[config.mk]
export PLATFORM = sky130hd
export DESIGN_NAME = ecg_window_92
export DESIGN_NICKNAME = d
export VERILOG_FILES = /design/src/rtl/ecg_window_92.sv
export SDC_FILE = /design/constraint.sdc
export NUM_CORES = 2
export LEC_CHECK = 0
export BUFFER_PORTS_ARGS = -buffer_cell sky130_fd_sc_hd__buf_2
export CORE_AREA = 2 2 596 598
export DETAILED_ROUTE_END_ITERATION = 8
export DIE_AREA = 0 0 598 600
export GPL_TIMING_DRIVEN = 1
export PLACE_DENSITY = 0.32
export SLEW_MARGIN = 20
export SYNTH_ARGS = -nofsm -noshare
export SYNTH_HDL_FRONTEND = slang
export SYNTH_SLANG_ARGS = --single-unit
[constraint.sdc]
create_clock -name clk -period 3.05 [get_ports clk]
set_clock_uncertainty 0.2 [all_clocks]
set_input_delay 0.4575 -clock clk [delete_from_list [all_inputs] [get_ports clk]]
set_output_delay 0.4575 -clock clk [all_outputs]
set_load 0.02 [all_outputs]
[src/rtl/ecg_window_92.sv]
// ecg_window_92: sliding sample window feeding the ECG encoder.
// Incoming Q4.11 samples shift into a WIN_SIZE-deep buffer. Once the buffer
// is full, the window is presented on x/x_valid and held until the consumer
// acknowledges it. After each acknowledge, only HOP new samples are needed
// before the next window is presented.
// Optional build macro: ECG_WIN_CLIP_EN saturates each accepted sample to
// [-4096, 4095] before it is stored.
module ecg_window_92 #(
    parameter int BITSIZE  = 16,
    parameter int WIN_SIZE = 92,
    parameter int HOP      = 46
) (
    input  logic                        clk,
    input  logic                        reset,
    input  logic signed [BITSIZE-1:0]   s_data,
    input  logic                        s_valid,
    output logic                        s_ready,
    input  logic                        flush,
    output logic [BITSIZE*WIN_SIZE-1:0] x,
    output logic                        x_valid,
    input  logic                        x_ready,
    output logic [15:0]                 win_cnt
);

    localparam int XW = BITSIZE * WIN_SIZE;

    typedef enum logic {FILL, HOLD} state_t;

    state_t                    state_q, state_d;
    logic [6:0]                fill_cnt_q, fill_cnt_d;
    logic [15:0]               win_cnt_q, win_cnt_d;
    logic                      s_ready_q, s_ready_d;
    logic [XW-1:0]             buf_q, buf_d;
    logic signed [BITSIZE-1:0] sample_in;
    logic                      accept;
    logic                      ack;
    logic                      last_sample;

`ifdef ECG_WIN_CLIP_EN
    localparam logic signed [BITSIZE-1:0] CLIP_HI = BITSIZE'(4095);
    localparam logic signed [BITSIZE-1:0] CLIP_LO = BITSIZE'(-4096);

    // Saturate the incoming sample to +/-2.0 before it enters the buffer
    always_comb begin
        sample_in = s_data;
        if (s_data > CLIP_HI) begin
            sample_in = CLIP_HI;
        end else if (s_data < CLIP_LO) begin
            sample_in = CLIP_LO;
        end
    end
`else
    assign sample_in = s_data;
`endif

    assign accept      = s_valid & s_ready_q & (state_q == FILL);
    assign ack         = (state_q == HOLD) & x_ready;
    assign last_sample = (fill_cnt_q == 7'(WIN_SIZE - 1));

    // State register; reset discards any partial or pending window
    always_ff @(posedge clk or negedge reset) begin
        if (!reset) begin
            state_q <= FILL;
        end else begin
            state_q <= state_d;
        end
    end

    // Next-state logic: flush wins, otherwise fill until full, then hold until acked
    always_comb begin
        state_d = state_q;
        if (flush) begin
            state_d = FILL;
        end else begin
            case (state_q)
                FILL:    if (accept && last_sample) state_d = HOLD;
                HOLD:    if (x_ready)               state_d = FILL;
                default:                            state_d = FILL;
            endcase
        end
    end

    // Output logic: s_ready is registered from the upcoming state, x_valid follows HOLD
    always_comb begin
        s_ready_d = (state_d == FILL);
        x_valid   = (state_q == HOLD);
    end

    // Datapath next values: shift on accept, rewind fill count on acknowledge
    always_comb begin
        buf_d      = buf_q;
        fill_cnt_d = fill_cnt_q;
        win_cnt_d  = win_cnt_q;
        if (flush) begin
            buf_d      = '0;
            fill_cnt_d = '0;
        end else if (accept) begin
            buf_d      = {sample_in, buf_q[XW-1:BITSIZE]};
            fill_cnt_d = fill_cnt_q + 7'd1;
        end else if (ack) begin
            fill_cnt_d = 7'(WIN_SIZE - HOP);
            win_cnt_d  = win_cnt_q + 16'd1;
        end
    end

    // Datapath registers; s_ready stays low while in reset and rises on the first edge after
    always_ff @(posedge clk or negedge reset) begin
        if (!reset) begin
            buf_q      <= '0;
            fill_cnt_q <= '0;
            win_cnt_q  <= '0;
            s_ready_q  <= 1'b0;
        end else begin
            buf_q      <= buf_d;
            fill_cnt_q <= fill_cnt_d;
            win_cnt_q  <= win_cnt_d;
            s_ready_q  <= s_ready_d;
        end
    end

    assign x       = buf_q;
    assign s_ready = s_ready_q;
    assign win_cnt = win_cnt_q;

endmodule

==> Word-level counts from Yosys, hierarchy flattened <==
Cells that the tools add are included.
{ "totals": {"regBits": 1497, "in_bits": 21} }
{ "classes": {"n_addsub": 2, "eq_ne": 1, "muxes": 9, "bitwise": 7, "n_reduce_logical": 4} }
{ "ops": {"columns": ["cell", "n"], "rows": [
  ["1472-bit two-way mux", 2],
  ["7-bit two-way mux", 3],
  ["16-bit by 1-bit adder with 16-bit output, second input constant", 1],
  ["7-bit by 1-bit adder with 7-bit output, second input constant", 1],
  ["7-bit == test, second input constant", 1],
  ["1-bit inverter", 4],
  ["1-bit AND", 3],
  ["1-bit two-way mux", 3],
  ["3-bit AND reduction", 1],
  ["3-bit nonzero test", 1],
  ["1-bit case mux with 2 select lines", 1],
  ["2-bit nonzero test", 1],
  ["1-bit logical AND", 1]
]} }

==> Longest topological paths before layout <==
{ "depth": {"depth_word": 7, "depth_mapped": 7, "mapped_depth_nobuf": 5} }

==> Least setup slack after synthesis <==
OpenSTA, ideal clock, no wires.
{ "synth_path": {"kind": "register to register", "start": "register state_q, in the netlist x_valid", "end": "register win_cnt_q[15], in the netlist win_cnt[15]", "setup_ns": 0.128, "t_arrival_ns": 1.553, "required_time_ns": 2.722, "slack_ns": 1.168, "path_stages_with_launch": 6, "synth_period_minus_slack_ns": 1.882, "cell_sequence": "dfrtp_1 buf_2 nand3b_1 nor3_2 nand4_1 xnor2_1"} }
{ "synth_via": {"elab_chain_cells": 4, "word_cells_on_any_way": 5} }
{ "synth_lines": {"columns": ["element", "line", "source"], "rows": [
  ["start: declaration", "29", "state_t state_q, state_d;"],
  ["start signal: assignment", "65", "state_q <= state_d;"],
  ["1-bit inverter", null, null],
  ["1-bit AND", "56", "assign accept = s_valid & s_ready_q & (state_q == FILL);"],
  ["1-bit inverter (no source line)", null, null],
  ["3-bit AND reduction (no source line) (*)", null, null],
  ["end signal: assignment", "116", "win_cnt_q <= win_cnt_d;"],
  ["end: declaration", "31", "logic [15:0] win_cnt_q, win_cnt_d;"]
]} }
Every way passes the cells marked *; elsewhere a longest branch is shown, timed or not.
A chain may end at the register's enable or synchronous reset.

==> Worst setup path after layout <==
{ "layout_path": {"start": "register buf_q[675], in the netlist x[675]", "end": "output x[675]"} }
{ "layout_lines": {"columns": ["element", "line", "source"], "rows": [
  ["start: declaration", "33", "logic [XW-1:0] buf_q, buf_d;"],
  ["start signal: assignment", "114", "buf_q <= buf_d;"],
  ["end: declaration", "19", "output logic [BITSIZE*WIN_SIZE-1:0] x,"]
]} }
No word-level cell between the ends.

==> results by group <==
Worst setup path
  – Critical Path RT: 2.39 ns
  – Worst-path fanout max: 3
  – WP data arrival: 1.96 ns
  – WS Path Type: reg2out
  – Crit-path max cell delay: 0.78 ns
  – Crit path cell chain: buf_2
  – Startpoint Class: register
  – CP endpoint kind: output pin
  – Buffers plus inverters on the worst setup path: 1
  – Cell family with most CP delay: flip-flops
  – Critical path's slowest cell: dfrtp_1

Yosys
  – YS warnings: 0
  – Cell variety after synth: 36
  – Number of synthesized flops with an enable pin: 0
  – Mapped Area: 0.05258 mm²
  – FFs w/ async S/R, synth: 1.000
  – Post-Synth Simple-Gate Area: 0.005877
  – Syn Inst Count: 3389
  – Post-synthesis xor/xnor area fraction: 0.003165
  – Post-synthesis sequential area ratio: 0.7124
  – Syn avg cell area: 15.52 µm²
  – Synthesized-area fraction occupied by adder cells: 0.0004759
  – Yosys reg bits: 1497
  – Top_reg_cell synth: dfrtp_1
  – Main combinational cell family by area after synthesis: compound AO/OA/AOI/OAI gates
  – Syn_nets: 3412
  – Mux contribution to synthesized area: 0
  – Synth Area in Compound Gates: 0.2467

STA
  – Max Clock Freq: 381.9 MHz
  – Worst Max-Slew Pin Slew: 0.7502 ns
  – Fin. Hold Viols: 0
  – Final min period: 2.619 ns
  – Slew HR: 0.4999
  – RSZ-0062 raised after global routing: false
  – Setup TNS: 0 ns
  – Max-slew violations: 0
  – Finish-stage setup viols: 0
  – Final worst setup slack: 0.4314 ns
  – Crit share post-route: 0.8586

Routing
  – DRT met1 WL: 93040 µm
  – Detailed Route Iter0 Violations: 2821
  – Length of routed met2 wiring: 135500 µm
  – Via count: 38900
  – Initial DRT Pass Iterations: 5
  – Routed wl met3: 20920 µm
  – Post-DRT Antenna Nets: 0
  – Final wirelength: 256500 µm
  – DRC viols: 0
  – Routed len/inst: 26.40 µm
  – Uppermost layer routed: met4
  – Vias per std cell: 4.003

Die
  – Ports: 1511
  – Row count: 218
  – Die Ht: 600 µm
  – Total Die Area: 0.3588 mm²
  – Initial Utilization: 0.1494
  – Core area: 0.3519 mm²
  – Chip width: 598 µm

Finish
  – Final cell count without fillers: 9718
  – Layout area overhead: 38.22%
  – Most frequent cells in the layout: buf_2, dfrtp_1, a22o_1
  – Commonest non-fill, non-tap cell in the layout: buf_2
  – NumNets Final: 4974
  – Share of cells above drive strength 1: 0.3861
  – Final Instance Area: 0.07268 mm²

Power and ir drop
  – Leakage: 0.03822 µW
  – Sw frac: 0.2374
  – Cell area power density: 607.1 mW/mm²
  – Peak VDD IR: 419.8 µV
  – Sw Pwr: 10480 µW
  – Sequential power share: 0.452
  – Int Power: 33650 µW
  – Clk pwr share: 0.513
  – Comb power frac: 0.036

CTS
  – Max H-tree Level: 4
  – Clock Path Buffers: 4
  – Clk slew on worst S/H paths: 0.06 ns
  – Worst skew pair latency: 0.89 ns
  – Total CTS buffers: 186
  – Post-CTS Setup Bufs: 0
  – Sink Count: 1497
  – CTS tree: built
  – CTS Root Cell: clkbuf_16

Placement
  – DP Wirelength: 192900 µm
  – Placed Cells incl. Taps: 9359
  – PortBufs: 1510
  – Placed inst area: 0.06626 mm²
  – RePlAce Congestion: 0.8153
  – Post-Place Setup Slack: 0.6436 ns

Hold path
  – Worst Hold Class: in2reg

Global route
  – Initial antenna violation count: 3
  – GRT Total Usage: 0.1367
  – Number of global-route vias before repair: 39910
  – Total congestion overflow: 0
  – Largest net degree at the start of global routing: 114
  – Global-route wire length before repair: 350700 µm

Outcome
  – Status: completed

Job
  – Max-cap violation count: 0
==> kinds of logic after synthesis <==
family / after synthesis
AOI/OAI and AO/OA: 1484
xor gates and xnor gates: 19
adders and majority gates: 2
buffers and inverters: 332
DFF: 1497
and+or+nand+nor: 55
==> area by class of cell <==
cell class                 count  area (µm²)
timing repair buffer        1704        9787
multi-input combinational   1560       13480
clock buffer                 280        5449
fill                       37940      279200
clock inverter                51       710.7
antenna                        4       10.01
inverter                       2       7.507
sequential                  1497       37460
tap                         4620        5781
==> flip-flops by register name, indices dropped and copies added, names as in the netlist <==
register and flops:
fill_cnt_q 7, s_ready 1, win_cnt 16, x 1472, x_valid 1
==> per-layer routing <==
layer,global-route usage,vias up
met5,0,-
li1,-,16440
met3,0.04591,279
met2,0.2489,1373
met1,0.1496,20810
met4,0.03890,0
==> power groups by stage <==
| stage | Combinational [µW] | Clock (µW) | Sequential [µW] |
|---|---|---|---|
| after detailed placement | 1600 | 0 | 20300 |
| after CTS | 1630 | 23500 | 19900 |
| after global routing | 1750 | 24200 | 19900 |
| after floorplan | 632 | 0 | 20300 |
| after global placement | 1590 | 0 | 20300 |
| final | 1580 | 22600 | 19900 |
==> path summary, 6_finish.rpt <==
check                            startpoint          end  slack [ns]  cells after the start
max in group asynchronous             reset      x[1223]        1.01                      5
worst max-delay path                 x[675]       x[675]        0.43                      1
min in group asynchronous             reset       x[386]        0.62                      3
worst min register to register  win_cnt[15]  win_cnt[15]        0.29                      1
worst min-delay path             s_data[12]      x[1468]        0.12                      3
worst max register to register      x_valid      x[1081]        0.65                      6
==> timing repair <==
item,CTS,global route
hold endpoints to repair,964,0
endpoints found under the setup margin,0,0
hold buffers,24,0
resized for setup,0,0
==> synthesized netlist by cell type, types with 2 or more instances <==
cell / n / area share
nand4_1: 4 / 0.00048
inv_1: 2 / 0.00014
a22o_1: 1472 / 0.25
buf_4: 10 / 0.0014
buf_1: 6 / 0.00043
xnor2_1: 16 / 0.0027
ha_1: 2 / 0.00048
buf_2: 293 / 0.028
a21oi_1: 2 / 0.00019
nand2_1: 12 / 0.00086
a21o_1: 2 / 0.00029
and3_1: 3 / 0.00036
nor2_1: 10 / 0.00071
a211oi_1: 3 / 0.00043
clkbuf_1: 20 / 0.0014
or3_1: 2 / 0.00024
nand3_1: 8 / 0.00076
dfrtp_1: 1497 / 0.71
nor3_2: 2 / 0.00038
nand3b_1: 3 / 0.00043
xor2_1: 3 / 0.00050
o21ai_0: 3 / 0.00029
==> per-stage QoR <==
stage | utilization | total power, µW | hold slack, ns
floorplan | - | 20940 | -0.03809
global placement | 0.1883 | 21870 | 0.2638
detailed placement | 0.1883 | 21880 | 0.2756
CTS | 0.2065 | 45020 | 0.007470
global route | 0.2066 | 45900 | 0.08135
finish | 0.2066 | 44130 | 0.1231
Power figures use the tool's default switching activity.
